==> config.mk <==
export PLATFORM = sky130hd
export DESIGN_NAME = ocram_stream_reader
export DESIGN_NICKNAME = d
export VERILOG_FILES = /design/src/rtl/ocram_pkg.sv /design/src/rtl/ocram_sync_fifo.sv /design/src/rtl/ocram_stream_reader.sv
export SDC_FILE = /design/constraint.sdc
export NUM_CORES = 1
export LEC_CHECK = 0
export CORE_MARGIN = 4
export CORE_UTILIZATION = 34
export DETAILED_ROUTE_END_ITERATION = 8
export GPL_TIMING_DRIVEN = 1
export SYNTH_ARGS = -nofsm -noshare
export SYNTH_HDL_FRONTEND = slang
export SYNTH_SLANG_ARGS = --single-unit
==> constraint.sdc <==
create_clock -name clk -period 2.3 [get_ports clk]
set_input_delay 0.46 -clock clk [delete_from_list [all_inputs] [get_ports clk]]
set_output_delay 0.46 -clock clk [all_outputs]
set_load 0.02 [all_outputs]
==> src/rtl/ocram_pkg.sv <==
// Shared constants and FSM encoding for the on-chip RAM stream reader.
// Imported by the reader top and its FIFO.
package ocram_pkg;

  localparam int OCRAM_ADDR_W = 13;
  localparam int OCRAM_DATA_W = 16;
  localparam int OCRAM_DEPTH  = 8192;

  typedef enum logic [1:0] {
    IDLE,
    READ,
    DRAIN,
    DONE
  } state_t;

endpackage

==> src/rtl/ocram_sync_fifo.sv <==
// Small synchronous FIFO holding read words with their packet tags.
// Reports occupancy so the reader can issue against free credits.
module ocram_sync_fifo #(
  parameter int WIDTH = 18,
  parameter int DEPTH = 4
) (
  input  logic                       clk,
  input  logic                       reset,
  input  logic                       push,
  input  logic [WIDTH-1:0]           wdata,
  input  logic                       pop,
  output logic [WIDTH-1:0]           rdata,
  output logic [$clog2(DEPTH):0]     count,
  output logic                       empty,
  output logic                       full
);

  localparam int AW = $clog2(DEPTH);
  localparam int CW = AW + 1;

  logic [WIDTH-1:0] mem [DEPTH];
  logic [AW-1:0]    wptr;
  logic [AW-1:0]    rptr;
  logic [CW-1:0]    cnt;

  always_ff @(posedge clk or posedge reset) begin
    if (reset) begin
      wptr <= '0;
      rptr <= '0;
      cnt  <= '0;
    end else begin
      if (push) wptr <= wptr + AW'(1);
      if (pop)  rptr <= rptr + AW'(1);
      unique case ({push, pop})
        2'b10:   cnt <= cnt + CW'(1);
        2'b01:   cnt <= cnt - CW'(1);
        default: cnt <= cnt;
      endcase
    end
  end

  always_ff @(posedge clk) begin
    if (push) mem[wptr] <= wdata;
  end

  assign rdata = mem[rptr];
  assign count = cnt;
  assign empty = (cnt == '0);
  assign full  = (cnt == CW'(DEPTH));

endmodule

==> src/rtl/ocram_stream_reader.sv <==
// Command-driven read engine streaming RAM words out with sop/eop.
// Reads issue only while FIFO occupancy plus the in-flight word has room.
module ocram_stream_reader
  import ocram_pkg::*;
#(
  parameter int ADDR_W     = OCRAM_ADDR_W,
  parameter int DATA_W     = OCRAM_DATA_W,
  parameter int LEN_W      = 14,
  parameter int FIFO_DEPTH = 4
) (
  input  logic                clk,
  input  logic                reset,
  input  logic                cmd_valid,
  output logic                cmd_ready,
  input  logic [ADDR_W-1:0]   cmd_addr,
  input  logic [LEN_W-1:0]    cmd_len,
  output logic [ADDR_W-1:0]   ram_address,
  output logic                ram_chipselect,
  output logic                ram_write,
  output logic [DATA_W/8-1:0] ram_byteenable,
  output logic                ram_clken,
  input  logic [DATA_W-1:0]   ram_readdata,
  output logic [DATA_W-1:0]   st_data,
  output logic                st_valid,
  input  logic                st_ready,
  output logic                st_sop,
  output logic                st_eop,
  output logic                busy,
  output logic                done
);

  localparam int CW = $clog2(FIFO_DEPTH) + 1;
  localparam int FW = DATA_W + 2;

  state_t state;
  state_t state_nx;

  logic [ADDR_W-1:0] cur_addr;
  logic [LEN_W-1:0]  remaining;
  logic              first;
  logic              inflight;
  logic              infl_sop;
  logic              infl_eop;

  logic              accept;
  logic              issue;
  logic              last_issue;
  logic              pop;
  logic              drained;
  logic [CW:0]       occ;

  logic [FW-1:0]     fifo_wdata;
  logic [FW-1:0]     fifo_rdata;
  logic [CW-1:0]     fifo_count;
  logic              fifo_empty;
  logic              fifo_full;

  assign cmd_ready  = (state == IDLE);
  assign accept     = cmd_valid & cmd_ready;
  assign occ        = {1'b0, fifo_count} + (CW+1)'(inflight);
  assign issue      = (state == READ) && (occ < (CW+1)'(FIFO_DEPTH));
  assign last_issue = issue && (remaining == LEN_W'(1));
  assign pop        = !fifo_empty && st_ready;

  // Leave DRAIN on the same edge that pops the final word.
  assign drained = !inflight &&
                   (fifo_empty || (fifo_count == CW'(1) && pop));

  always_ff @(posedge clk or posedge reset) begin
    if (reset) state <= IDLE;
    else       state <= state_nx;
  end

  always_comb begin
    state_nx = state;
    unique case (state)
      IDLE: begin
        if (accept)
          state_nx = (cmd_len == '0) ? DONE : READ;
      end
      READ: begin
        if (last_issue) state_nx = DRAIN;
      end
      DRAIN: begin
        if (drained) state_nx = DONE;
      end
      DONE: begin
        state_nx = IDLE;
      end
      default: state_nx = IDLE;
    endcase
  end

  always_ff @(posedge clk or posedge reset) begin
    if (reset) begin
      cur_addr  <= '0;
      remaining <= '0;
      first     <= 1'b0;
      inflight  <= 1'b0;
      infl_sop  <= 1'b0;
      infl_eop  <= 1'b0;
    end else begin
      if (accept) begin
        cur_addr  <= cmd_addr;
        remaining <= cmd_len;
        first     <= 1'b1;
      end else if (issue) begin
        cur_addr  <= cur_addr + ADDR_W'(1);
        remaining <= remaining - LEN_W'(1);
        first     <= 1'b0;
      end
      inflight <= issue;
      infl_sop <= issue & first;
      infl_eop <= last_issue;
    end
  end

  assign fifo_wdata = {infl_sop, infl_eop, ram_readdata};

  ocram_sync_fifo #(
    .WIDTH (FW),
    .DEPTH (FIFO_DEPTH)
  ) u_fifo (
    .clk   (clk),
    .reset (reset),
    .push  (inflight),
    .wdata (fifo_wdata),
    .pop   (pop),
    .rdata (fifo_rdata),
    .count (fifo_count),
    .empty (fifo_empty),
    .full  (fifo_full)
  );

  assign st_valid = !fifo_empty;
  assign st_data  = fifo_rdata[DATA_W-1:0];
  assign st_eop   = fifo_rdata[DATA_W]   & !fifo_empty;
  assign st_sop   = fifo_rdata[DATA_W+1] & !fifo_empty;

  assign ram_chipselect = issue;
  assign ram_address    = issue ? cur_addr : '0;
  assign ram_write      = 1'b0;
  assign ram_byteenable = '1;
  assign ram_clken      = 1'b1;

  assign busy = (state != IDLE);
  assign done = (state == DONE);

  logic unused_full;
  assign unused_full = fifo_full;

endmodule

-- Yosys cells after proc, flatten, opt, wreduce, memory -nomap -nowiden
Memories as Yosys holds them, arrays and structs flattened.
Cells that the tools add are included.
- multiplexer cells: 15
- $lt $le $gt $ge: 1
- bitwise gates (word level): 4
- eq/ne operators: 10
- reductions and logical operators: 15
- add/sub/neg operators: 7
- operators by type and width (cell ; count):
    13-bit two-way mux ; 3
    14-bit two-way mux ; 2
    14-bit by 1-bit == test with 1-bit output, second input constant ; 1
    14-bit logical NOT ; 1
    14-bit by 1-bit subtractor with 14-bit output, second input constant ; 1
    13-bit by 1-bit adder with 13-bit output, second input constant ; 1
    2-bit two-way mux ; 4
    2-bit case mux with 4 select lines ; 1
    2-bit == test, second input constant ; 3
    3-bit case mux with 2 select lines ; 1
    2-bit nonzero test ; 3
    1-bit logical AND ; 5
    2-bit by 1-bit adder with 2-bit output, second input constant ; 2
    3-bit by 1-bit adder with 4-bit output ; 1
    1-bit bitwise AND ; 4
    2-bit by 1-bit == test with 1-bit output, second input constant ; 2
    4-bit by 3-bit less-than comparator with 1-bit output, second input constant ; 1
    1-bit two-way mux ; 4
    2-bit != test, second input constant ; 2
    3-bit by 1-bit adder with 3-bit output, second input constant ; 1
    3-bit by 1-bit == test with 1-bit output, second input constant ; 1
    3-bit logical NOT ; 1
    3-bit AND reduction ; 1
    3-bit by 1-bit subtractor with 3-bit output, second input constant ; 1
    4 further kinds ; 5
- bits in writable memories: 72
- memories kept: 1
- word-level logic and storage cells: 63
- input bits: 47
- flip-flop bits (word level): 40
- output and inout bits: 40
- memories (memory ; words ; bits a word ; rd ports ; clocked after Yosys merged registers in ; write ports ; RTL line ; source):
    u_fifo.mem ; 4 ; 18 ; 1 ; 0 ; 1 ; ocram_sync_fifo.sv:21 ; logic [WIDTH-1:0] mem [DEPTH];

-- Longest topological paths before layout
- depth after elaboration: 8
- mapped depth: 9
- gate-level depth less buffers: 8

-- Hierarchy
Synthesis repeated with hierarchy kept, for this count alone.
- cell total of the unflattened synthesis: 358
- area, all modules: 4971.0 um2
- by module, submodules not included (module ; instances ; area an instance (um2) ; seq. area each (um2) ; cells each):
    ocram_sync_fifo ; 1 ; 3001.6 ; 2337.2 ; 131
    ocram_stream_reader ; 1 ; 1969.4 ; 825.8 ; 227

-- Worst setup path before layout
OpenSTA, ideal clock, no wires.
- kind: register to output
- start: register u_fifo.rptr[0]
- end: output st_eop
- arrival time: 1629 ps
- path buffers: 1
- setup slack: 211 ps
- data required time: 1840 ps
- stages on the path, launching flop included: 4
- cell sequence: dfrtp_1 clkbuf_1 mux4_2 and2_1
- longest elaborated chain between the ends: 2
- RTL lines (element ; RTL line ; source):
    start, declared ; ocram_sync_fifo.sv:23 ; logic [AW-1:0] rptr;
    start signal, assigned ; ocram_sync_fifo.sv:33 ; if (pop) rptr <= rptr + AW'(1);
    memory read 4 x 18 bit ; - ;
    1-bit bitwise AND ; ocram_stream_reader.sv:137 ; assign st_eop = fifo_rdata[DATA_W] & !fifo_empty;
    end, declared ; ocram_stream_reader.sv:27 ; output logic st_eop,
No other way between the ends.

-- Worst setup path in the final report
- start: register u_fifo.rptr[0]
- end: output st_data[9]
- longest elaborated chain between the ends: 1
- RTL lines (element ; RTL line ; source):
    memory read 4 x 18 bit ; - ;
    end, declared ; ocram_stream_reader.sv:23 ; output logic [DATA_W-1:0] st_data,
No other way between the ends.

==> qor.csv <==
metric,value,unit
DP HPWL,7280,µm
Pre-antenna DRT Iters,4,
run status,finished clean,
PD cells,1240,mW/mm²
"Reg clk slew, reported paths",80,ps
Crit. End Element,output port,
Post-Route WL,10700,µm
ant diodes,0,
Core Footprint,0.0145,mm²
CTS tree,built,
CP required,1840,ps
share of layout cells above drive strength 1,22.2,%
via count,3243,
synthesized instance count,360,
# clock sinks,112,
grt total ovfl,0,
Iteration-0 DRC Markers,117,
Slew Limit Headroom,64.1,%
Lkg Pwr,2.46,nW
Mapped Area,0.00501,mm²
Hold WS,472,ps
first-pass GRT wire length,17200,µm
final worst-path cycle share,97.3,%
Initial Utilization,34.6,%
count of input and output buffers,82,
ANT nets after route,0,
I/O pin cnt,87,
clk root buf,clkbuf_16,
Setup Skew,6.42,ps
GPL Wtd Cong,0.810,
vias in the first global route,3428,
"Seq/Total Area, Yosys",63.2,%
Max IR drop VDD,0.551,mV
"Hold Vio Cnt, Final",0,
Synth-to-Final Area Change,28.0,%
"commonest non-fill, non-tap cell in the layout",edfxtp_1,
Ys Warns,0,
worst-path maximum fanout,10,
latest clock arrival within the worst-skew pair,350,ps
row count,44,
Final Max Slew Viols,0,
end-of-flow core utilization,44.3,%
TritonCTS buffer count,9,
"FF+latch count, synth",112,
Achievable Freq,447,MHz
initial antenna violation count,0,
Die Y,129,µm
Hold/Removal Path Class,reg2reg,
die width,129,µm
Via density,4.93,
Tmin final,2240,ps
maxcap violations,0,
Setup crit start kind,flip-flop,
Post-route DRC,0,
Die Area,0.0167,mm²
crit path DAT,1780,ps
post-DR wirelength/cell,16.2,µm
setup TNS,0,ps
Final #Nets,532,
RSZ-0062 raised after global routing,false,
largest net degree at the start of global routing,41,
htree depth,3,
most frequent cells in the layout,"72 x edfxtp_1, 47 x clkdlybuf4s50_1, 38 x nor2_1, 37 x dfrtp_1, 29 x a21oi_1",
Final setup viols,0,
Syn Area/Cell,13.9,µm²
Cell variety after synth,41,
Worst Tran Pin Value,538,ps
crit path kind,reg2out,
Overall Global Routing Usage,13.3,%
Bufs on Longest Clock Path,2,
-- layer usage --
layer / vias up / part of all wire [%] / global-route usage [%]
li1: 1533 / - / -
met1: 1610 / 43 / 16.5
met2: 91 / 50 / 22.2
met3: 9 / 6.6 / 5.44
met4: 0 / 0.67 / 2.66
met5: - / 0 / 0
-- path summary, 6_finish.rpt --
kind	start	to	slack, ps	cells after the start
setup / recovery	u_fifo.rptr[0]	st_data[9]	60	5
hold / removal	first	first	470	2
setup reg to reg	remaining[1]	state[1]	150	7
hold reg to reg	first	first	470	2
max in group asynchronous	reset	u_fifo.rptr[1]	1350	3
min in group asynchronous	reset	cur_addr[10]	530	3
-- logic make-up after synthesis --
kind of cell / Yosys count / synth area share (%)
xor gates and xnor gates: 31 / 5.42
and+or+nand+nor: 114 / 12.1
other: 2 / 0.150
adders and majority gates: 16 / 4.00
muxes: 20 / 8.49
DFF: 112 / 63.2
buffers and inverters: 29 / 2.85
AOI/OAI and AO/OA: 36 / 3.82
-- report_power, final --
| group | switching [mW] | internal [mW] |
|---|---|---|
| registers | 0.422 | 2.69 |
| clock network | 0.740 | 0.756 |
| logic | 1.75 | 1.61 |
| total | 2.91 | 5.06 |
-- flip-flops by register name, summed over array words and instances (netlist names) --
name	count
inflight	1
u_fifo.count	3
infl_sop	1
u_fifo.rptr	2
cur_addr	13
state	2
infl_eop	1
remaining	14
u_fifo.wptr	2
u_fifo.mem	72
first	1
-- what timing repair did --
action	CTS	global route
setup buffers	3	7
hold buffers	0	0
resized for setup	108	25
endpoints found under the setup margin	35	18
gates cloned	0	1
-- layout make-up --
cell class	count	area [µm²]
tap	184	230
timing repair buffer	113	967
clock buffer	10	229
fill	1381	8070
sequential	112	3170
inverter	12	45.0
clock inverter	6	52.6
multi-input combinational	221	1720
-- per-stage QoR --
step	cells	total power [mW]	area, µm²	worst slack [ps]
after floorplan	362	5.18	5020	211
after global placement	631	6.55	6140	54.9
after detailed placement	631	6.62	6140	25.2
after CTS	650	7.99	6400	-47.5
after global routing	658	8.54	6410	1.03
final	658	7.96	6410	61.3
-- worst max-delay path, cell delays in order, from the launching register on --
cell     delay (ps)
dfrtp_2         410
buf_4           150
buf_12          140
buf_4           130
mux4_2          420
buf_2           180
-- synthesized netlist by cell type --
master | n | area share, %
nor2_1 | 38 | 2.8
buf_1 | 1 | 0.075
nor4_1 | 5 | 0.62
edfxtp_1 | 72 | 43
and3_1 | 17 | 2.1
nor3b_1 | 1 | 0.15
dlymetal6s2s_1 | 1 | 0.25
buf_4 | 4 | 0.60
xnor2_1 | 17 | 3.0
clkbuf_8 | 1 | 0.27
or4_4 | 1 | 0.22
nand2_2 | 1 | 0.12
or4b_4 | 1 | 0.27
inv_1 | 11 | 0.82
nor3_2 | 1 | 0.20
a32oi_1 | 1 | 0.17
clkbuf_1 | 10 | 0.75
ha_1 | 16 | 4.0
a21oi_1 | 29 | 2.9
o21ai_0 | 3 | 0.30
and2_1 | 7 | 0.87
inv_2 | 1 | 0.075
nor2b_1 | 1 | 0.12
nand2b_1 | 1 | 0.12
mux4_2 | 18 | 8.1
nand4_1 | 5 | 0.62
nor4_4 | 1 | 0.42
dfrtp_1 | 40 | 20
a31oi_1 | 1 | 0.12
o31ai_1 | 1 | 0.15
and4_1 | 1 | 0.17
a2bb2oi_1 | 1 | 0.17
mux2i_1 | 2 | 0.40
xor2_1 | 14 | 2.4
nor3_1 | 5 | 0.50
nand2_1 | 17 | 1.3
conb_1 | 2 | 0.15
or4b_2 | 1 | 0.20
nand3_1 | 6 | 0.60
or2b_2 | 1 | 0.17
or4_1 | 3 | 0.45
Note: power is estimated with default switching activity, not from simulation.
